--- src/rtl/core_hazard_pkg.sv ---
// Shared types for the operand-hazard logic: forwarding select encoding and stall causes.
package core_hazard_pkg;

   localparam int unsigned DEFAULT_REG_ADDR_W = 5;

   typedef enum logic [1:0] {
      FWD_RF  = 2'b00,
      FWD_WB  = 2'b01,
      FWD_MEM = 2'b10
   } fwd_sel_e;

   typedef enum logic [1:0] {
      NONE,
      LOAD_USE,
      SCOREBOARD
   } stall_cause_e;

endpackage

--- src/rtl/hazard_sat_counter.sv ---
// Enable-driven up-counter that sticks at all-ones instead of wrapping.
module hazard_sat_counter #(
   parameter int unsigned WIDTH = 16
) (
   input  logic             clk,
   input  logic             rst_n,
   input  logic             en,
   output logic [WIDTH-1:0] count
);

   logic [WIDTH-1:0] count_q;

   always_ff @(posedge clk or negedge rst_n) begin
      if (!rst_n) begin
         count_q <= '0;
      end else if (en && (count_q != {WIDTH{1'b1}})) begin
         count_q <= count_q + 1'b1;
      end
   end

   assign count = count_q;

endmodule

--- src/rtl/hazard_scoreboard.sv ---
// ID-stage hazard unit: load-use and long-latency scoreboard stalls, forwarding selects
// computed in ID and registered into EX, plus saturating stall statistics.
module hazard_scoreboard
   import core_hazard_pkg::*;
#(
   parameter int unsigned NUM_SRC    = 2,
   parameter int unsigned REG_ADDR_W = DEFAULT_REG_ADDR_W,
   parameter int unsigned CNT_W      = 16
) (
   input  logic                          clk,
   input  logic                          rst_n,
   input  logic                          pipe_hold,
   input  logic                          id_valid,
   input  logic [NUM_SRC*REG_ADDR_W-1:0] id_rs_addr,
   input  logic [NUM_SRC-1:0]            id_rs_used,
   input  logic [REG_ADDR_W-1:0]         id_rd_addr,
   input  logic                          id_reg_write,
   input  logic                          id_long_lat,
   input  logic                          ex_valid,
   input  logic                          ex_reg_write,
   input  logic                          ex_is_load,
   input  logic [REG_ADDR_W-1:0]         ex_rd_addr,
   input  logic                          mem_reg_write,
   input  logic [REG_ADDR_W-1:0]         mem_rd_addr,
   input  logic                          lat_done,
   input  logic [REG_ADDR_W-1:0]         lat_done_rd,
   output logic [NUM_SRC*2-1:0]          fwd_sel,
   output logic                          stall_id,
   output logic                          ex_bubble,
   output logic [2**REG_ADDR_W-1:0]      sb_pending,
   output logic [CNT_W-1:0]              stall_ld_cnt,
   output logic [CNT_W-1:0]              stall_sb_cnt
);

   localparam int unsigned NUM_REGS = 2**REG_ADDR_W;

   logic [REG_ADDR_W-1:0] rs [NUM_SRC];
   logic [NUM_SRC-1:0]    cand;
   logic [NUM_SRC-1:0]    ld_hit;
   logic [NUM_SRC-1:0]    sb_hit;
   logic                  load_use;
   logic                  waw_hit;
   logic                  sb_haz;
   logic                  issue;
   logic                  sb_set;
   logic                  ex_alu_prod;
   logic                  ex_ld_prod;
   stall_cause_e          cause;

   logic [NUM_SRC*2-1:0]  fwd_d, fwd_q;
   logic                  bubble_q;
   logic [NUM_REGS-1:0]   pend_d, pend_q;

   assign ex_alu_prod = ex_valid & ex_reg_write & ~ex_is_load;
   assign ex_ld_prod  = ex_valid & ex_reg_write & ex_is_load;

   always_comb begin
      cand  = '0;
      ld_hit = '0;
      sb_hit = '0;
      fwd_d  = '0;
      for (int k = 0; k < NUM_SRC; k++) begin
         rs[k]     = id_rs_addr[k*REG_ADDR_W +: REG_ADDR_W];
         cand[k]   = id_rs_used[k] && (rs[k] != '0);
         ld_hit[k] = cand[k] && ex_ld_prod && (rs[k] == ex_rd_addr);
         sb_hit[k] = cand[k] && pend_q[rs[k]];
         // EX result is in MEM next cycle, MEM result in WB; EX is the younger producer.
         if (cand[k] && ex_alu_prod && (rs[k] == ex_rd_addr)) begin
            fwd_d[k*2 +: 2] = FWD_MEM;
         end else if (cand[k] && mem_reg_write && (rs[k] == mem_rd_addr)) begin
            fwd_d[k*2 +: 2] = FWD_WB;
         end else begin
            fwd_d[k*2 +: 2] = FWD_RF;
         end
      end
   end

   assign load_use = |ld_hit;
   assign waw_hit  = id_reg_write && (id_rd_addr != '0) && pend_q[id_rd_addr];
   assign sb_haz   = (|sb_hit) | waw_hit;
   assign stall_id = id_valid & (load_use | sb_haz);
   assign issue    = id_valid & ~stall_id;
   assign sb_set   = ~pipe_hold & issue & id_long_lat & id_reg_write & (id_rd_addr != '0);

   always_comb begin
      cause = NONE;
      if (id_valid && load_use) begin
         cause = LOAD_USE;
      end else if (id_valid && sb_haz) begin
         cause = SCOREBOARD;
      end
   end

   // Clear first so a same-cycle set on the same index wins.
   always_comb begin
      pend_d = pend_q;
      if (lat_done) begin
         pend_d[lat_done_rd] = 1'b0;
      end
      if (sb_set) begin
         pend_d[id_rd_addr] = 1'b1;
      end
      pend_d[0] = 1'b0;
   end

   always_ff @(posedge clk or negedge rst_n) begin
      if (!rst_n) begin
         fwd_q    <= '0;
         bubble_q <= 1'b1;
         pend_q   <= '0;
      end else begin
         pend_q <= pend_d;
         if (!pipe_hold) begin
            fwd_q    <= issue ? fwd_d : '0;
            bubble_q <= ~issue;
         end
      end
   end

   assign fwd_sel    = fwd_q;
   assign ex_bubble  = bubble_q;
   assign sb_pending = pend_q;

   hazard_sat_counter #(
      .WIDTH (CNT_W)
   ) u_ld_cnt (
      .clk   (clk),
      .rst_n (rst_n),
      .en    (cause == LOAD_USE),
      .count (stall_ld_cnt)
   );

   hazard_sat_counter #(
      .WIDTH (CNT_W)
   ) u_sb_cnt (
      .clk   (clk),
      .rst_n (rst_n),
      .en    (cause == SCOREBOARD),
      .count (stall_sb_cnt)
   );

endmodule

--- config.mk ---
export PLATFORM = sky130hd
export DESIGN_NAME = hazard_scoreboard
export DESIGN_NICKNAME = d
export VERILOG_FILES = /design/src/rtl/core_hazard_pkg.sv /design/src/rtl/hazard_sat_counter.sv /design/src/rtl/hazard_scoreboard.sv
export SDC_FILE = /design/constraint.sdc
export NUM_CORES = 1
export LEC_CHECK = 0
export CAP_MARGIN = 20
export CORE_MARGIN = 4
export CORE_UTILIZATION = 44
export CTS_CLUSTER_SIZE = 8
export DETAILED_ROUTE_END_ITERATION = 8
export PLACE_DENSITY = 0.77
export SYNTH_ARGS = -nofsm -noshare
export SYNTH_HDL_FRONTEND = slang
export SYNTH_SLANG_ARGS = --single-unit
--- constraint.sdc ---
create_clock -name clk -period 2.9 [get_ports clk]
set_input_delay 0.725 -clock clk [delete_from_list [all_inputs] [get_ports clk]]
set_output_delay 0.725 -clock clk [all_outputs]
set_load 0.02 [all_outputs]
==> run summary, run 1 <==
Core Region - 0.009240 mm^2
Vias in the first global route - 4371
Top delay family on crit path - compound AO/OA/AOI/OAI gates
PortBufs - 111
Skew-Pair Late Insertion Delay - 0.34 ns
Largest stage delay, worst path - 0.49 ns
HPWL Detailed - 10.36 mm
Post-synthesis mux area share - 0.1358
Combinational family with the most area after synthesis - simple AND/OR/NAND/NOR gates
DRT Pass-1 Iters - 5
Syn Std Cell Area - 0.004184 mm^2
Flop and latch count out of synthesis - 68
Slew margin rel. - 0.6301
Final Non-Filler Cells - 752
Most area-consuming cells after synthesis - dfrtp_1, mux4_2, o21ai_0
Critical path peak fanout - 2
Total gr overflow - 0
WL/cell - 18.76 um
Static Leak - 0.002932 uW
Vias - 4215
Syn_nets - 448
Initial antenna violation count - 0
Initial Utilization - 0.4528
Max-Cap Viols - 0
Final hold viol count - 0
Hold_ws - 0.3612 ns
Primary FF master, synth - dfrtp_1
Post-synthesis simple-gate area fraction - 0.1734
Dpl ws - -1.220 ns
Clock sink total - 68
Status - finished, violations left
TritonCTS clock tree - yes
Number of flops mapped to enable cells by yosys - 0
Highest clock rate - 311.7 MHz
Slowest stage cell, crit path - mux4_2
First-pass GRT wire length - 23.04 mm
Layout cell share with drive strength beyond 1 - 0.3307
Largest net degree at the start of global routing - 26
RSZ-0062 raised after global routing - true
Die width - 105.5 um
Die Ht - 105.5 um
Synthesized area per cell - 10.38 um^2
Tot GR Track Use - 0.2578
Layout Skew - 0.01256 ns
Setup crit end kind - output port
Fraction of registers with async set/reset - 1.000
Area leader, netlist - dfrtp_1
Failing checks - negative setup slack
DRT iter0 DRCs - 353
Cell count after synthesis - 403
Sequential fraction of the synthesis area - 0.4070
Post-route DRC - 0
ANT cells - 0
Endpoints failing setup - 6
Area delta synth->final - 58.52%
Share of the synthesized area in the top cell type - 0.4007
CTS Buf Count - 9
Xor and xnor area share after synthesis - 0.1026
Detail Route Antenna Nets - 0
Layout net count - 663
Post-Synth Adder-Cell Area - 0.005981
Max clock buf depth - 2
Vias per cell - 5.605
Synth Area in Compound Gates - 0.1268
Worst Tran Pin Value - 0.5549 ns
Overall routed net length - 14.10 mm
CP bufs+invs - 2
Fin crit share - 1.106
Die area - 0.01113 mm^2
Clk slew on worst S/H paths - 0.08 ns
Netlist cell types - 58
Min Tclk post-route - 3.208 ns
CP Launch Type - input pin
Pwr/cell area - 405.3 mW/mm^2
Placed Cells - 723
Core Rows - 35
Syn. warnings - 0
Top Ports - 113
RD Place Congestion - 0.9118
WP data arrival - 2.48 ns
Root Driver - clkbuf_8
WP data required - 2.17 ns
Min-Delay Path Class - in -> async
Max H-tree Level - 3
Crit-path cells - buf_4 > mux4_2 > or2_0 > a32o_1 > o22ai_2 > o221ai_4 > o21a_2 > buf_6
Slew Limit Fails - 0
Crit Path Category - in -> out
Setup ws final - -0.3085 ns
Max rail drop VDD - 309.4 uV
==> sequential cells by signal, summed over array words and instances (netlist names) <==
register and flops:
fwd_sel 4, ex_bubble 1, u_sb_cnt.count 16, sb_pending 31
u_ld_cnt.count 16
==> metal layers <==
| metal | routed length, um | track usage | share of wire |
|---|---|---|---|
| met1 | 5890 | 0.3492 | 0.42 |
| met2 | 6753 | 0.4162 | 0.48 |
| met3 | 1087 | 0.04287 | 0.077 |
| met4 | 372 | 0.09713 | 0.026 |
| met5 | 0 | 0 | 0 |
==> worst paths after layout <==
path | cells past startpoint | slack, ns | endpoint | start
min | 1 | 0.36 | u_sb_cnt.count[11]$_DFFE_PN0P_ | rst_n
max reg2reg | 10 | 0.07 | sb_pending[1]$_DFF_PN0_ | sb_pending[11]$_DFF_PN0_
min reg2reg | 2 | 0.49 | ex_bubble$_DFFE_PN1N_ | ex_bubble$_DFFE_PN1N_
max in group asynchronous | 2 | 1.79 | sb_pending[24]$_DFF_PN0_ | rst_n
max | 8 | -0.31 | stall_id | id_rs_addr[5]
min in group clk | 2 | 0.49 | ex_bubble$_DFFE_PN1N_ | ex_bubble$_DFFE_PN1N_
==> kinds of logic after synthesis <==
logic type                 Yosys count
AOI/OAI and AO/OA                   92
xor gates and xnor gates            49
adders and majority gates            2
buffers and inverters               33
DFF                                 68
muxes                               33
other                                1
and+or+nand+nor                    125
==> cell usage in the layout, fill, tap and decap left out, types with 10 or more instances in the layout <==
cell	synthesis	final
buf_4	4	97
buf_6	5	12
clkdlybuf4s50_1	0	90
dfrtp_1	67	67
inv_1	16	13
mux2i_1	11	10
mux4_2	17	18
nand2_1	24	24
nand3_1	18	16
nor2_1	20	20
o21ai_0	65	49
o21ai_1	0	12
xnor2_1	21	19
xor2_1	28	28
==> synth_stat cells, types with 5 or more instances <==
library cell  number
nand2_1           24
and3_1             5
nor2b_1            5
buf_6              5
o22ai_1            5
o21ai_0           65
or3b_2             5
nand4_1            6
nor2_1            20
dfrtp_1           67
inv_1             16
nand3_1           18
mux2i_1           11
xnor2_1           21
mux4_2            17
xor2_1            28
nand3b_1           9
nor3_1             9
==> repair_timing <==
item                                    in CTS  in global routing
gates cloned                                 2                  0
resized for setup                           77                 57
setup buffers                                7                  4
hold buffers                                 0                  0
hold endpoints to repair                     0                  0
pin swaps                                   19                 14
endpoints found under the setup margin      68                 62
==> power breakdown <==
group          leakage [uW]  switching [uW]  internal [uW]  total (uW)
clock network     0.0000927             395            398         793
logic               0.00193             370            405         775
registers          0.000913             100           1020        1120
==> stage by stage <==
step	util	cell area [um^2]	TNS (ns)	power (uW)
after global placement	0.6552	6055	-43.98	1838
after detailed placement	0.6552	6055	-47.69	1862
final	0.7178	6633	-0.4723	2688
after CTS	0.7012	6479	-0.8244	2683
after global routing	0.7178	6633	-1.454	2812
after floorplan	-	4205	-0.1312	1451
==> final cells by class <==
class	instances	area (um^2)
clock inverters	6	63.81
fillers	690	2608
well taps	129	161.4
repair buffers	221	1998
flip-flops and latches	68	1703
clock buffers	10	127.6
inverters	16	60.06
multi-input cells	302	2519
(Power assumes the default switching activity.)
==> run 2, diff against run 1 <==
--- a/config.mk
+++ b/config.mk
@@ -5,7 +5,7 @@
 export SDC_FILE = /design/constraint.sdc
 export NUM_CORES = 1
 export LEC_CHECK = 0
-export CAP_MARGIN = 20
+export CAP_MARGIN = 5
 export CORE_MARGIN = 4
 export CORE_UTILIZATION = 44
 export CTS_CLUSTER_SIZE = 8
==> results of run 2 <==
Same layout as run 1: the final DEF is identical, and so are final timing and power.
